## config.mk

```make
export PLATFORM = sky130hd
export DESIGN_NAME = riscv_register_file
export DESIGN_NICKNAME = d
export VERILOG_FILES = /design/src/rtl/riscv_rf_pkg.sv /design/src/rtl/rf_word.sv /design/src/rtl/riscv_register_file.sv
export SDC_FILE = /design/constraint.sdc
export NUM_CORES = 2
export LEC_CHECK = 0
export BUFFER_PORTS_ARGS = -buffer_cell sky130_fd_sc_hd__buf_4
export CAP_MARGIN = 25
export CORE_ASPECT_RATIO = 2
export CORE_MARGIN = 4
export CORE_UTILIZATION = 35
export CTS_CLUSTER_SIZE = 16
export DETAILED_ROUTE_END_ITERATION = 6
export GPL_TIMING_DRIVEN = 0
export PLACE_DENSITY = 0.59
export REMOVE_ABC_BUFFERS = 1
export SETUP_SLACK_MARGIN = 0.2
export SYNTH_ARGS = -nofsm -noshare
export SYNTH_HDL_FRONTEND = slang
export SYNTH_SLANG_ARGS = --single-unit
```

## constraint.sdc

```tcl
create_clock -name Clock -period 19.7 [get_ports Clock]
set_input_delay 0.985 -clock Clock [delete_from_list [all_inputs] [get_ports Clock]]
set_output_delay 0.985 -clock Clock [all_outputs]
set_load 0.005 [all_outputs]
```

## src/rtl/riscv_rf_pkg.sv

```systemverilog
// Shared constants for the RISC-V integer register file: special register
// indices, default geometry and the stack-pointer reset value.
package riscv_rf_pkg;

    localparam int REG_ZERO     = 0;
    localparam int REG_SP       = 2;
    localparam int RF_ADDR_BITS = 5;
    localparam int RF_DATA_BITS = 32;

    localparam logic [RF_DATA_BITS-1:0] SP_RESET_VALUE = 32'h0000_3FFC;

    // Reset image of one architectural register.
    function automatic logic [RF_DATA_BITS-1:0] reg_reset_value(
        input int                       idx,
        input logic [RF_DATA_BITS-1:0]  sp_init
    );
        return (idx == REG_SP) ? sp_init : '0;
    endfunction

endpackage

```

## src/rtl/rf_word.sv

```systemverilog
// One register-file word: load-enabled register with asynchronous
// active-high reset to a per-instance value.
module rf_word #(
    parameter int                    NrOfBits   = 32,
    parameter logic [NrOfBits-1:0]   ResetValue = '0
) (
    input  logic                  Clock,
    input  logic                  Reset,
    input  logic                  Load,
    input  logic [NrOfBits-1:0]   D,
    output logic [NrOfBits-1:0]   Q
);

    always_ff @(posedge Clock or posedge Reset) begin
        if (Reset) begin
            Q <= ResetValue;
        end else if (Load) begin
            Q <= D;
        end
    end

endmodule

```

## src/rtl/riscv_register_file.sv

```systemverilog
// 32-entry RISC-V integer register file: x0 reads zero, x2 resets to StackInit.
// Optional same-cycle write-to-read forwarding with REGFILE_WRITE_BYPASS_EN.
module riscv_register_file
    import riscv_rf_pkg::*;
#(
    parameter int                    NrOfBits  = RF_DATA_BITS,
    parameter int                    NrOfRegs  = 32,
    parameter int                    AddrBits  = RF_ADDR_BITS,
    parameter logic [NrOfBits-1:0]   StackInit = SP_RESET_VALUE
) (
    input  logic                  Clock,
    input  logic                  Reset,
    input  logic                  ClockEnable,
    input  logic                  Tick,
    input  logic                  WriteEnable,
    input  logic [AddrBits-1:0]   WriteAddr,
    input  logic [NrOfBits-1:0]   WriteData,
    input  logic [AddrBits-1:0]   ReadAddrA,
    input  logic [AddrBits-1:0]   ReadAddrB,
    output logic [NrOfBits-1:0]   ReadDataA,
    output logic [NrOfBits-1:0]   ReadDataB,
    input  logic [AddrBits-1:0]   DebugAddr,
    output logic [NrOfBits-1:0]   DebugData
);

    logic [NrOfBits-1:0] regs [NrOfRegs];
    logic                write_fire;
    logic [AddrBits-1:0] rd_addr [3];
    logic [NrOfBits-1:0] rd_data [3];

    assign write_fire = ~Reset & ClockEnable & Tick & WriteEnable &
                        (WriteAddr != AddrBits'(REG_ZERO));

    // x0 has no storage; the slot is tied off so the array is fully driven.
    assign regs[0] = '0;

    for (genvar i = 1; i < NrOfRegs; i++) begin : g_word
        logic load_word;
        assign load_word = write_fire && (WriteAddr == AddrBits'(i));

        rf_word #(
            .NrOfBits   (NrOfBits),
            .ResetValue (reg_reset_value(i, StackInit))
        ) u_word (
            .Clock (Clock),
            .Reset (Reset),
            .Load  (load_word),
            .D     (WriteData),
            .Q     (regs[i])
        );
    end

    assign rd_addr[0] = ReadAddrA;
    assign rd_addr[1] = ReadAddrB;
    assign rd_addr[2] = DebugAddr;

    // Port order: A, B, debug. x0 override is applied last so it beats forwarding.
    always_comb begin
        for (int p = 0; p < 3; p++) begin
            rd_data[p] = regs[rd_addr[p]];
`ifdef REGFILE_WRITE_BYPASS_EN
            if (write_fire && (rd_addr[p] == WriteAddr)) begin
                rd_data[p] = WriteData;
            end
`endif
            if (rd_addr[p] == AddrBits'(REG_ZERO)) begin
                rd_data[p] = '0;
            end
        end
    end

    assign ReadDataA = rd_data[0];
    assign ReadDataB = rd_data[1];
    assign DebugData = rd_data[2];

endmodule
```

==> summary.txt <==
Power and ir drop
  • Combinational power share: 14.9%
  • Clock share of power: 39.2%
  • Power per cell area: 70.8 nW/um^2
  • Net Sw Power: 1.35 mW
  • Flop pwr share: 45.9%
  • Leakage: 30.6 nW
  • Switching part of the total: 27.7%
  • Maximum VDD drop: 0.0585 mV
  • Int Pwr: 3.51 mW

Synth
  • Cells after Synth: 4,531
  • Ys flop type: dfrtp_1
  • Synth Area in Compound Gates: 6.00%
  • Ys async rst share: 100%
  • Synth top cells by count: 1,040 x mux2_2, 980 x dfrtp_1, 558 x mux4_2
  • Post-Synth XOR/XNOR Area: 0%
  • Area leader, netlist: dfrtp_1
  • Yosys reg bits: 992
  • Synthesis warning total: 0
  • Synth Area in Adders: 0%
  • Synthesized area: 61,300 um^2
  • Largest family of logic cells by synthesized area: multiplexers
  • Post-synth cell types: 50
  • Top-area cell type share of the netlist area: 40.0%
  • Mux contribution to synthesized area: 45.2%
  • Post-synthesis simple-gate area fraction: 4.20%
  • Top cells by area, synth: dfrtp_1 40%, mux4_2 20%, mux2_2 19%, mux2i_1 5.1%, buf_2 1.8%
  • Sequential share of the synthesized area: 40.5%
  • Average size of a mapped cell: 13.5 um^2
  • Count leader, synth: mux2_2
  • Number of synthesized flops with an enable pin: 0

Placement
  • I/O Buffers: 152
  • GPL Wtd Cong: 0.810
  • Placed standard-cell area: 65,500 um^2
  • HPWL after DPL: 137,000 um

Floorplanning
  • Die Y: 600 um
  • Rows: 217
  • Starting Density: 35.1%
  • Die area: 182,000 um^2
  • Die X-Extent: 304 um
  • I/O Pins: 153
  • Core area: 175,000 um^2

Critical path
  • R2r endpoint: g_word[4].u_word.Q[8]
  • R2R setup slack: 18,850 ps
  • Crit Path Max Fanout: 79
  • CP endpoint kind: output pin
  • Worst EP required: 18,720 ps
  • WS Path Type: in -> out
  • R2R depth: 1
  • Worst flop-to-flop path startpoint: g_word[4].u_word.Q[8]
  • Crit path arrival time: 4930 ps
  • Startpoint types: input pin

Finish
  • # fillers: 16,200
  • Biggest regs: g_word.u_word.Q: 992 flops
  • Layout net count: 4,417
  • Area Growth Syn to Fin: 11.9%
  • Post-route cell area: 68,600 um^2
  • Max reg flops: 992
  • Largest reg by FF count: g_word.u_word.Q
  • Layout cell share with drive strength beyond 1: 46.5%

Clocking
  • CTS-repair resized insts: 0
  • H-tree levels: 3
  • Worst-path clk slew: 70 ps
  • Clock buffer depth: 3
  • Root Driver: clkbuf_16
  • Clock latency on the worst-skew pair: 710 ps
  • CTS tree: yes
  • Total CTS buffers: 88
  • Post-CTS Setup Bufs: 0
  • Cts hold-fix bufs: 0
  • # clock sinks: 992

STA
  • RSZ-0062 raised after global routing: no
  • Setup-failing EPs final: 0
  • Max Freq: 169 MHz
  • Final Hold Fails: 0
  • Clock skew: 0 ps
  • Final Max Tran Viols: 0
  • Fin crit period: 5910 ps
  • Tcrit/Tclk final: 30.0%
  • Hold WS: 441 ps
  • Slew @ Worst Pin: 1050 ps
  • Max-slew headroom at the worst pin: 27.9%

GRT
  • First-pass GRT wire length: 327,000 um
  • Total routing usage reported by global routing: 24.4%
  • Vias in the first global route: 45,800
  • Largest net degree at the start of global routing: 128
  • Initial antenna violation count: 9
  • Total gr overflow: 0

Route
  • DR vias: 43,200
  • Post-Route WL: 227,000 um
  • DRT antenna net count: 0
  • # DRC: 0
  • Mean routed wirelength per cell: 33.6 um
  • Via-to-Cell Ratio: 6.40
  • Iteration-0 DRC Markers: 3,661
  • 1st-pass router iterations: 6

Outcome
  • Status: completed

Job
  • Max-Cap Viols: 0

Worst hold path
  • Hold Path Class: in -> async
-- per-stage QoR --
step                power, mW  setup slack, ps  utilization (%)  instances  setup TNS, ps
finish                   4.86            13790             39.3       6741              0
global route             5.01            13840             39.3       6735              0
CTS                      4.89            13910             39.3       6733              0
detailed placement       2.99            13930             37.5       6569              0
global placement         2.96            -7590             36.0       6478       -5299680
floorplan                2.61             2920                -       4027              0
-- area by class of cell --
| class | count | area, um^2 | share of cell area (%) |
|---|---|---|---|
| Antenna cell | 8 | 20.0 | 0.0292 |
| Clock buffer | 125 | 2630 | 3.83 |
| Clock inverter | 39 | 457 | 0.665 |
| Inverter | 5 | 32.5 | 0.0474 |
| Multi-Input combinational cell | 3030 | 34400 | 50.0 |
| Sequential cell | 992 | 24800 | 36.2 |
| Tap cell | 2299 | 2880 | 4.19 |
| Timing Repair Buffer | 243 | 3430 | 5.00 |
-- critical path: stages --
cell and delay, ps:
buf_8 160, buf_16 260, buf_16 340, nor2b_1 630, nor2b_4 390, buf_12 240, buf_12 220, a2111oi_0 190
nor4_1 880, buf_4 250
-- power groups by stage --
stage	clock, mW	sequential (mW)	combinational [mW]
2_1_floorplan	0	2.23	0.378
3_3_place_gp	0	2.26	0.700
3_5_place_dp	0	2.26	0.723
4_1_cts	1.94	2.22	0.725
5_1_grt	2.01	2.24	0.767
6_report	1.91	2.23	0.724
-- worst max path at each step --
stage            startpoint                       to  slack, ps  depth (start not counted)
6_report       ReadAddrA[0]             ReadDataA[7]      13790                         10
5_1_grt        ReadAddrA[0]             ReadDataA[7]      13840                         10
4_1_cts        DebugAddr[2]             DebugData[0]      13910                          7
3_5_place_dp   DebugAddr[2]             DebugData[0]      13930                          7
3_3_place_gp          Reset  g_word[11].u_word.Q[18]      -7590                          5
2_1_floorplan         Reset    g_word[7].u_word.Q[0]       2920                          4
-- cells in the final DEF, fill, tap and decap left out, types with 12 or more instances in the layout --
cell	n
mux2_2	1040
a2111oi_0	37
nor2b_1	74
clkbuf_16	92
dfstp_2	12
nand2_4	21
nor3_1	40
nor2_1	97
o211ai_1	41
a21oi_1	120
mux2_1	29
and2_1	13
buf_16	63
nand2_1	187
dfrtp_1	980
mux4_2	558
buf_12	21
nand3_1	38
clkinv_2	21
nor4_1	30
o221ai_1	22
mux2i_1	312
clkbuf_1	13
a211oi_1	77
o21ai_0	32
buf_8	12
a221oi_1	47
o22ai_1	97
o21ai_1	23
a22oi_1	30
buf_4	143
clkbuf_8	20
-- layer usage --
metal | track usage [%] | vias to the layer above | routed length [um] | share of wire [%]
li1 | - | 17300 | - | -
met1 | 28.3 | 23100 | 82100 | 36
met2 | 41.1 | 1994 | 111000 | 49
met3 | 4.64 | 682 | 15800 | 7.0
met4 | 16.5 | 10 | 17800 | 7.9
met5 | 0 | - | 79 | 0.035
-- cells by family after synthesis --
group	Yosys count
buffers and inverters	509
AO/OA/AOI/OAI	545
flip-flops	992
AND/OR/NAND/NOR	546
multiplexers	1939
No activity file was read; power rests on OpenSTA's default activity.
